**config.mk**
```make
export PLATFORM = sky130hd
export DESIGN_NAME = instr_decode_stage_flat
export DESIGN_NICKNAME = d
export VERILOG_FILES = /design/src/rtl/instr_decode_stage_if.sv /design/src/rtl/instr_decode_stage.sv /design/src/flat_wrapper.sv
export SDC_FILE = /design/constraint.sdc
export NUM_CORES = 1
export LEC_CHECK = 0
export CELL_PAD_IN_SITES_DETAIL_PLACEMENT = 0
export CELL_PAD_IN_SITES_GLOBAL_PLACEMENT = 1
export CORE_MARGIN = 2
export CORE_UTILIZATION = 25
export DETAILED_ROUTE_END_ITERATION = 16
export GPL_TIMING_DRIVEN = 0
export MAX_ROUTING_LAYER = met4
export PLACE_DENSITY_LB_ADDON = 0.1
export SLEW_MARGIN = 40
export SYNTH_ARGS = -nofsm -noshare
export SYNTH_HDL_FRONTEND = slang
export SYNTH_SLANG_ARGS = --single-unit
```
**constraint.sdc**
```tcl
create_clock -name clk -period 3.4 [get_ports clk]
set_input_delay 0.85 -clock clk [delete_from_list [all_inputs] [get_ports clk]]
set_output_delay 0.85 -clock clk [all_outputs]
set_load 0.005 [all_outputs]
```
**src/rtl/instr_decode_stage_if.sv**
```systemverilog
// Handshake and field bus between fetch, the decode stage and register read.
// Ports: in_valid/in_ready/instruction (fetch side), out_valid/out_ready plus
//        decoded fields (register-read side), count (FIFO occupancy).
// Optional INSTR_DEC_CLASSIFY_EN adds is_rtype/is_jtype/is_branch/is_mem.
interface instr_decode_stage_if #(
   parameter int DATA_W = 32,
   parameter int DEPTH  = 4
);
   localparam int CNT_W = $clog2(DEPTH + 1);

   // fetch side
   logic              in_valid;
   logic              in_ready;
   logic [31:0]       instruction;

   // register-read side
   logic              out_valid;
   logic              out_ready;
   logic [5:0]        opcode;
   logic [4:0]        rs;
   logic [4:0]        rt;
   logic [4:0]        rd;
   logic [4:0]        shamt;
   logic [5:0]        func;
   logic [15:0]       immediate;
   logic [DATA_W-1:0] imm_ext;
   logic [25:0]       jump_target;
   logic [CNT_W-1:0]  count;
`ifdef INSTR_DEC_CLASSIFY_EN
   logic              is_rtype;
   logic              is_jtype;
   logic              is_branch;
   logic              is_mem;
`endif

   // master: the environment (fetch producer + register-read consumer)
   modport master (
      output in_valid, instruction, out_ready,
      input  in_ready, out_valid, opcode, rs, rt, rd, shamt, func,
             immediate, imm_ext, jump_target, count
`ifdef INSTR_DEC_CLASSIFY_EN
      , input is_rtype, is_jtype, is_branch, is_mem
`endif
   );

   // slave: the decode stage itself
   modport slave (
      input  in_valid, instruction, out_ready,
      output in_ready, out_valid, opcode, rs, rt, rd, shamt, func,
             immediate, imm_ext, jump_target, count
`ifdef INSTR_DEC_CLASSIFY_EN
      , output is_rtype, is_jtype, is_branch, is_mem
`endif
   );
endinterface

```
**src/rtl/instr_decode_stage.sv**
```systemverilog
// Purpose: DEPTH-entry instruction FIFO feeding a held MIPS field-decode register.
// Latency: word pushed at edge N is presented after edge N+1 at the earliest (no bypass).
// Backpressure: in_ready drops only when the FIFO is full; out_valid holds until out_ready.
//
// Ports: clk, rst (sync, active-high), state (pop/decode only in FIELDS_STATE),
//        flush (drops FIFO contents and out_valid, fields hold),
//        bus (instr_decode_stage_if.slave: input handshake, output handshake,
//        decoded fields, occupancy count). Bus DATA_W/DEPTH must match this module's.
// Optional feature macro: INSTR_DEC_CLASSIFY_EN adds registered instruction-class flags.
module instr_decode_stage #(
   parameter int DATA_W       = 32,
   parameter int DEPTH        = 4,
   parameter int STATE_W      = 3,
   parameter int FIELDS_STATE = 1
) (
   input  logic               clk,
   input  logic               rst,
   input  logic [STATE_W-1:0] state,
   input  logic               flush,
   instr_decode_stage_if.slave bus
);
   localparam int CNT_W = $clog2(DEPTH + 1);
   localparam int PTR_W = $clog2(DEPTH);
   localparam logic [CNT_W-1:0]   FULL_CNT  = CNT_W'(DEPTH);
   localparam logic [STATE_W-1:0] DEC_STATE = STATE_W'(FIELDS_STATE);

   // ---------------- FIFO ----------------
   logic [31:0]      mem [DEPTH];
   logic [PTR_W-1:0] wr_ptr;
   logic [PTR_W-1:0] rd_ptr;
   logic [CNT_W-1:0] cnt;
   logic             full;
   logic             in_rdy;
   logic             push;
   logic             load;
   logic             out_vld;

   assign full   = (cnt == FULL_CNT);
   // Readiness depends only on occupancy and reset, never on a same-cycle pop,
   // so a full FIFO always refuses even while it is draining.
   assign in_rdy = !full && !rst;
   // A flush cycle swallows whatever is offered.
   assign push   = bus.in_valid && in_rdy && !flush;
   // Pop only when the output register is free or being consumed this cycle.
   assign load   = (state == DEC_STATE) && (cnt != '0) &&
                   (!out_vld || bus.out_ready) && !flush;

   // Storage needs no reset: entries are only read when counted valid.
   always_ff @(posedge clk) begin
      if (push) begin
         mem[wr_ptr] <= bus.instruction;
      end
   end

   always_ff @(posedge clk) begin
      if (rst || flush) begin
         wr_ptr <= '0;
         rd_ptr <= '0;
         cnt    <= '0;
      end else begin
         // DEPTH is a power of two, so pointers wrap naturally.
         if (push) wr_ptr <= wr_ptr + PTR_W'(1);
         if (load) rd_ptr <= rd_ptr + PTR_W'(1);
         case ({push, load})
            2'b10:   cnt <= cnt + CNT_W'(1);
            2'b01:   cnt <= cnt - CNT_W'(1);
            default: cnt <= cnt;
         endcase
      end
   end

   // ---------------- Decode of the FIFO head ----------------
   logic [31:0]       head;
   logic [5:0]        head_op;
   logic [15:0]       head_imm;
   logic [DATA_W-1:0] ext_nxt;

   assign head     = mem[rd_ptr];
   assign head_op  = head[31:26];
   assign head_imm = head[15:0];

   // Logical-immediate ops zero-extend, lui places the immediate in the
   // upper half, everything else (arith, branch, load/store) sign-extends.
   always_comb begin
      ext_nxt = DATA_W'({{DATA_W{head_imm[15]}}, head_imm});
      case (head_op)
         6'h0C, 6'h0D, 6'h0E: ext_nxt = DATA_W'({{DATA_W{1'b0}}, head_imm});
         6'h0F:               ext_nxt = DATA_W'({{DATA_W{1'b0}}, head_imm, 16'h0000});
         default:             ext_nxt = DATA_W'({{DATA_W{head_imm[15]}}, head_imm});
      endcase
   end

`ifdef INSTR_DEC_CLASSIFY_EN
   logic cls_r_nxt;
   logic cls_j_nxt;
   logic cls_b_nxt;
   logic cls_m_nxt;

   always_comb begin
      cls_r_nxt = (head_op == 6'h00);
      cls_j_nxt = (head_op == 6'h02) || (head_op == 6'h03);
      cls_b_nxt = (head_op == 6'h01) || (head_op == 6'h04) || (head_op == 6'h05) ||
                  (head_op == 6'h06) || (head_op == 6'h07);
      // All loads and stores live in the upper half of the opcode space.
      cls_m_nxt = head_op[5];
   end
`endif

   // ---------------- Output register ----------------
   logic [5:0]        opcode_q;
   logic [4:0]        rs_q;
   logic [4:0]        rt_q;
   logic [4:0]        rd_q;
   logic [4:0]        shamt_q;
   logic [5:0]        func_q;
   logic [15:0]       imm_q;
   logic [DATA_W-1:0] ext_q;
   logic [25:0]       jt_q;
`ifdef INSTR_DEC_CLASSIFY_EN
   logic              is_rtype_q;
   logic              is_jtype_q;
   logic              is_branch_q;
   logic              is_mem_q;
`endif

   always_ff @(posedge clk) begin
      if (rst) begin
         out_vld  <= 1'b0;
         opcode_q <= '0;
         rs_q     <= '0;
         rt_q     <= '0;
         rd_q     <= '0;
         shamt_q  <= '0;
         func_q   <= '0;
         imm_q    <= '0;
         ext_q    <= '0;
         jt_q     <= '0;
`ifdef INSTR_DEC_CLASSIFY_EN
         is_rtype_q  <= 1'b0;
         is_jtype_q  <= 1'b0;
         is_branch_q <= 1'b0;
         is_mem_q    <= 1'b0;
`endif
      end else if (flush) begin
         // Fields deliberately hold; only the valid is withdrawn.
         out_vld <= 1'b0;
      end else if (load) begin
         out_vld  <= 1'b1;
         opcode_q <= head[31:26];
         rs_q     <= head[25:21];
         rt_q     <= head[20:16];
         rd_q     <= head[15:11];
         shamt_q  <= head[10:6];
         func_q   <= head[5:0];
         imm_q    <= head_imm;
         ext_q    <= ext_nxt;
         jt_q     <= head[25:0];
`ifdef INSTR_DEC_CLASSIFY_EN
         is_rtype_q  <= cls_r_nxt;
         is_jtype_q  <= cls_j_nxt;
         is_branch_q <= cls_b_nxt;
         is_mem_q    <= cls_m_nxt;
`endif
      end else if (out_vld && bus.out_ready) begin
         out_vld <= 1'b0;
      end
   end

   assign bus.in_ready    = in_rdy;
   assign bus.out_valid   = out_vld;
   assign bus.opcode      = opcode_q;
   assign bus.rs          = rs_q;
   assign bus.rt          = rt_q;
   assign bus.rd          = rd_q;
   assign bus.shamt       = shamt_q;
   assign bus.func        = func_q;
   assign bus.immediate   = imm_q;
   assign bus.imm_ext     = ext_q;
   assign bus.jump_target = jt_q;
   assign bus.count       = cnt;
`ifdef INSTR_DEC_CLASSIFY_EN
   assign bus.is_rtype    = is_rtype_q;
   assign bus.is_jtype    = is_jtype_q;
   assign bus.is_branch   = is_branch_q;
   assign bus.is_mem      = is_mem_q;
`endif
endmodule

```
**src/flat_wrapper.sv**
```systemverilog
// flat-port wrapper written by rule: the top's interface ports become plain ports
module instr_decode_stage_flat 
#(
   parameter int DATA_W       = 32,
   parameter int DEPTH        = 4,
   parameter int STATE_W      = 3,
   parameter int FIELDS_STATE = 1
)
  (clk, rst, state, flush, bus_in_valid, bus_instruction, bus_out_ready, bus_in_ready, bus_out_valid, bus_opcode, bus_rs, bus_rt, bus_rd, bus_shamt, bus_func, bus_immediate, bus_imm_ext, bus_jump_target, bus_count);
  instr_decode_stage_if #(.DATA_W(DATA_W), .DEPTH(DEPTH)) bus_i ();
  input  logic clk;
  input  logic rst;
  input  logic [STATE_W-1:0] state;
  input  logic flush;
  input wire logic [$bits(bus_i.in_valid)-1:0] bus_in_valid;
  input wire logic [$bits(bus_i.instruction)-1:0] bus_instruction;
  input wire logic [$bits(bus_i.out_ready)-1:0] bus_out_ready;
  output wire logic [$bits(bus_i.in_ready)-1:0] bus_in_ready;
  output wire logic [$bits(bus_i.out_valid)-1:0] bus_out_valid;
  output wire logic [$bits(bus_i.opcode)-1:0] bus_opcode;
  output wire logic [$bits(bus_i.rs)-1:0] bus_rs;
  output wire logic [$bits(bus_i.rt)-1:0] bus_rt;
  output wire logic [$bits(bus_i.rd)-1:0] bus_rd;
  output wire logic [$bits(bus_i.shamt)-1:0] bus_shamt;
  output wire logic [$bits(bus_i.func)-1:0] bus_func;
  output wire logic [$bits(bus_i.immediate)-1:0] bus_immediate;
  output wire logic [$bits(bus_i.imm_ext)-1:0] bus_imm_ext;
  output wire logic [$bits(bus_i.jump_target)-1:0] bus_jump_target;
  output wire logic [$bits(bus_i.count)-1:0] bus_count;
  assign bus_i.in_valid = bus_in_valid;
  assign bus_i.instruction = bus_instruction;
  assign bus_i.out_ready = bus_out_ready;
  assign bus_in_ready = bus_i.in_ready;
  assign bus_out_valid = bus_i.out_valid;
  assign bus_opcode = bus_i.opcode;
  assign bus_rs = bus_i.rs;
  assign bus_rt = bus_i.rt;
  assign bus_rd = bus_i.rd;
  assign bus_shamt = bus_i.shamt;
  assign bus_func = bus_i.func;
  assign bus_immediate = bus_i.immediate;
  assign bus_imm_ext = bus_i.imm_ext;
  assign bus_jump_target = bus_i.jump_target;
  assign bus_count = bus_i.count;
  instr_decode_stage #(.DATA_W(DATA_W), .DEPTH(DEPTH), .STATE_W(STATE_W), .FIELDS_STATE(FIELDS_STATE)) u_core (.clk(clk), .rst(rst), .state(state), .flush(flush), .bus(bus_i));
endmodule
```
==> results.md <==
- Max-Cap Viols: 0
- Initial antenna violation count: 0
- DR iter-0 viols: 216
- Final setup vio count: 0
- Top_reg_cell synth: edfxtp_1
- Largest net degree at the start of global routing: 26
- CP required: 3830 ps
- Comb power frac: 0.029
- IO Count: between 150 and 200
- Root Buffer: clkbuf_16
- Diodes inserted: 0
- Clk_skew: slightly below 10 ps
- Die height: between 150 and 200 um
- Critical Path Sink Type: flop
- First-pass GRT wire length: 32750 um
- Clk Latency, worst-skew pair: roughly 500 ps
- Synth cell types: 40
- Syn nets: between 600 and 700
- Worst path cell trace: clkdlybuf4s50_1 -> or3b_4 -> or4_1 -> buf_6 -> clkinv_8 -> ha_4 -> inv_1 -> fa_1 -> xor2_1 -> or3_1 -> a21oi_1
- Endpoints failing hold: 0
- Int Power: around 4.1 mW
- RSZ-0062 raised after global routing: false
- # fillers: 3038
- CTS Sinks: 202
- Async SR Flop Fraction: 0
- Number of synthesized flops with an enable pin: about 130
- Core Util, Final: 0.3442
- # DRC: 0
- R2R depth: 10
- Status: finished clean
- DP Cell Count: between 1000 and 1500
- Fin crit share: 0.9709
- All-layer global routing usage: 0.1354
- Synthesized area: between 0.007 and 0.008 mm2
- Starting Density: 0.2537
- Hold Crit Start: u_core.bus.opcode[3]$_SDFFE_PP0P_
- Tmin final: around 3300 ps
- Grt ovf: 0
- Yosys reg bits: just over 200
- Vias per Instance: 4.388
- Hold Path Class: reg2reg
- Routability Congestion: between 0.7 and 0.8
- CP Launch Type: input pin
- Final Routed Wirelength: around 22000 um
- Post-DRT Antenna Nets: 0
- Wire per inst: 19.01 um
- Mapped Avg Cell Area: 14.28 um2
- Placement row count: 65
- First drt pass iteration count: 4
- Worst R2R Start: u_core.bus.count[0]$_SDFFE_PP0P_
- Setup TNS: 0 ps
- TritonCTS buffer count: 24
- Worst-path clk slew: approximately 50 ps
- Die width: approximately 180 um
- Worst-Margin Slew: a little over 800 ps
- Switching Fraction: 0.2001
- Reg power frac: 0.511
- Max Clock Freq: 302.9 MHz
- End of the worst register-to-register path: u_core.bus.count[2]$_SDFFE_PP0P_
- CTS Hold Buffers Added: 0
- Die area: around 0.033 mm2
- Multi-input logic area: 0.002170 mm2
- Net switching power: 1.029 mW
- Cell count after synthesis: between 500 and 600
- Via count: slightly above 5000
- R2r setup slk: around 800 ps
- Final non-filler cell total: roughly 1200
- Rel. slew slack: 0.4484
- Share of cells above drive strength 1: 0.1817
- Number of I/O port buffers: 150
- Delay of the slowest cell on the worst path: around 560 ps
- Power density cells: roughly 470 mW/mm2
- H-tree depth: 1
- FF+latch area: about 0.0053 mm2
- Crit-path slowest cell: or4_1
- Maximum clock path buffer count: 3
- Vias in the first global route: between 5000 and 6000
- CTS tree: done
- Crit. Startpoint: state[0]
- Layout area overhead: 35.70%
- Hold path depth: 2
- Peak VDD IR: between 0.0002 and 0.0003 V
- Detailed Place HPWL: approximately 16000 um
- Register area share after synthesis: 0.6670
- CP Data Arrival Time: roughly 3700 ps
- Core ar.: approximately 0.031 mm2
- Pleak: ~3.7 nW
- Nets: 783
- Setup CP Type: in2reg
- Clock Power Share: 0.460
- Crit Path Max Fanout: 25
- YS warnings: 0
- Fin. max-slew vios: 0
- WHS Endpoint: u_core.bus.opcode[3]$_SDFFE_PP0P_
## flip-flops by register name, summed over array words and instances, names as in the netlist, named ones only
| signal | flops |
|---|---|
| u_core.bus.count | 3 |
| u_core.bus.imm_ext | 32 |
| u_core.bus.jump_target | 26 |
| u_core.bus.opcode | 6 |
| u_core.bus.out_valid | 1 |
| u_core.mem | 128 |
| u_core.rd_ptr | 2 |
| u_core.wr_ptr | 2 |
## cells in the mapped netlist, drive strengths merged, types with 2 or more instances
master / number / area [um2]
a21oi: 36 / 180.2
a221o: 15 / 150.1
and2: 4 / 25.02
buf: 58 / 416.7
clkbuf: 19 / 71.32
dfxtp: 74 / 1481
edfxtp: 128 / 3844
ha: 5 / 62.56
inv: 7 / 26.28
mux2: 15 / 168.9
mux2i: 17 / 170.2
mux4: 17 / 382.9
nand2: 66 / 247.7
nand3b: 15 / 112.6
nor2: 12 / 45.04
nor3: 3 / 15.01
o211a: 15 / 150.1
o211ai: 16 / 120.1
o31ai: 16 / 120.1
xnor2: 2 / 17.52
xor2: 3 / 26.28
## power groups by stage
stage | logic, mW | registers [mW] | clock network, mW
2_1_floorplan | 0.0508 | 2.68 | 0
3_3_place_gp | 0.143 | 2.68 | 0
3_5_place_dp | 0.150 | 2.68 | 0
4_1_cts | 0.151 | 2.63 | 2.44
5_1_grt | 0.161 | 2.63 | 2.54
6_report | 0.147 | 2.63 | 2.37
## area by class of cell
| class | instances | area share |
|---|---|---|
| multi-input cells | 272 | 0.2003 |
| well taps | 402 | 0.04643 |
| inverters | 8 | 0.003927 |
| clock buffers | 39 | 0.06537 |
| repair buffers | 154 | 0.1459 |
| flip-flops and latches | 202 | 0.4915 |
| plain buffers | 75 | 0.04446 |
| clock inverters | 4 | 0.002194 |
## placed cells by master, fill, tap and decap left out, types with 3 or more instances in the layout
cell type	netlist	layout
mux2i_1	17	17
mux4_2	17	17
o211ai_1	16	16
nor2_1	12	12
nand3b_1	15	15
clkdlybuf4s50_1	0	149
inv_1	7	7
dfxtp_1	74	74
buf_4	44	43
clkbuf_8	0	3
a21oi_1	36	36
clkbuf_16	0	25
xor2_1	3	3
o31ai_1	16	16
clkinv_2	1	3
mux2_2	15	15
o211a_1	15	15
edfxtp_1	128	128
buf_12	0	4
nand2_1	66	66
a221o_1	15	15
buf_2	9	8
ha_1	5	4
clkbuf_1	19	28
and2_4	0	4
buf_6	3	3
## logic make-up (layout without fill, tap and decap cells)
kind of cell / count (synthesis) / count (layout) / share of synthesized area
compound gates: 101 / 101 / 0.09278
flops: 202 / 202 / 0.6670
mux: 49 / 49 / 0.09042
simple gates: 111 / 111 / 0.06895
buf+inv: 85 / 280 / 0.06504
fa+ha+maj: 6 / 6 / 0.01034
xor+xnor: 5 / 5 / 0.005486
## stage by stage
| step | instance area (um2) | hold WS [ps] | setup slack (ps) | total power, mW |
|---|---|---|---|---|
| floorplan | 8010 | 452.7 | 11.30 | 2.732 |
| detailed placement | 10100 | 452.9 | -756.8 | 2.832 |
| CTS | 10830 | 460.6 | 65.79 | 5.217 |
| finish | 10830 | 459.7 | 98.93 | 5.143 |
| global placement | 10010 | 454.7 | -1159 | 2.825 |
| global route | 10830 | 486.9 | 2.568 | 5.335 |
## critical path: cells and delay by family
| family | cells | cell delay (ps) |
|---|---|---|
| xor+xnor | 1 | 160 |
| buf+inv | 4 | 800 |
| simple gates | 3 | 1260 |
| compound gates | 1 | 130 |
| fa+ha+maj | 2 | 530 |
## what timing repair did
action                     in CTS  in global routing
buffers inserted                0                  0
resized for setup               5                  1
setup endpoints to repair       2                  1
## metal layers
layer,track usage,vias up,part of all wire
met1,0.1758,2511,0.47
met5,-,-,0
met4,0.02935,0,0.012
li1,-,2412,-
met2,0.2242,134,0.48
met3,0.02135,16,0.041
## worst max path at each step
stage / end / slack (ps) / depth (start not counted)
floorplan: u_core.bus.count[2]$_SDFFE_PP0P_ / 10 / 12
global placement: u_core.mem[0][18]$_DFFE_PP_ / -1160 / 5
detailed placement: u_core.bus.count[2]$_SDFFE_PP0P_ / -760 / 13
CTS: u_core.bus.count[2]$_SDFFE_PP0P_ / 70 / 11
global route: u_core.bus.count[2]$_SDFFE_PP0P_ / 3 / 11
finish: u_core.bus.count[2]$_SDFFE_PP0P_ / 100 / 11
No activity file was read; power rests on OpenSTA's default activity.
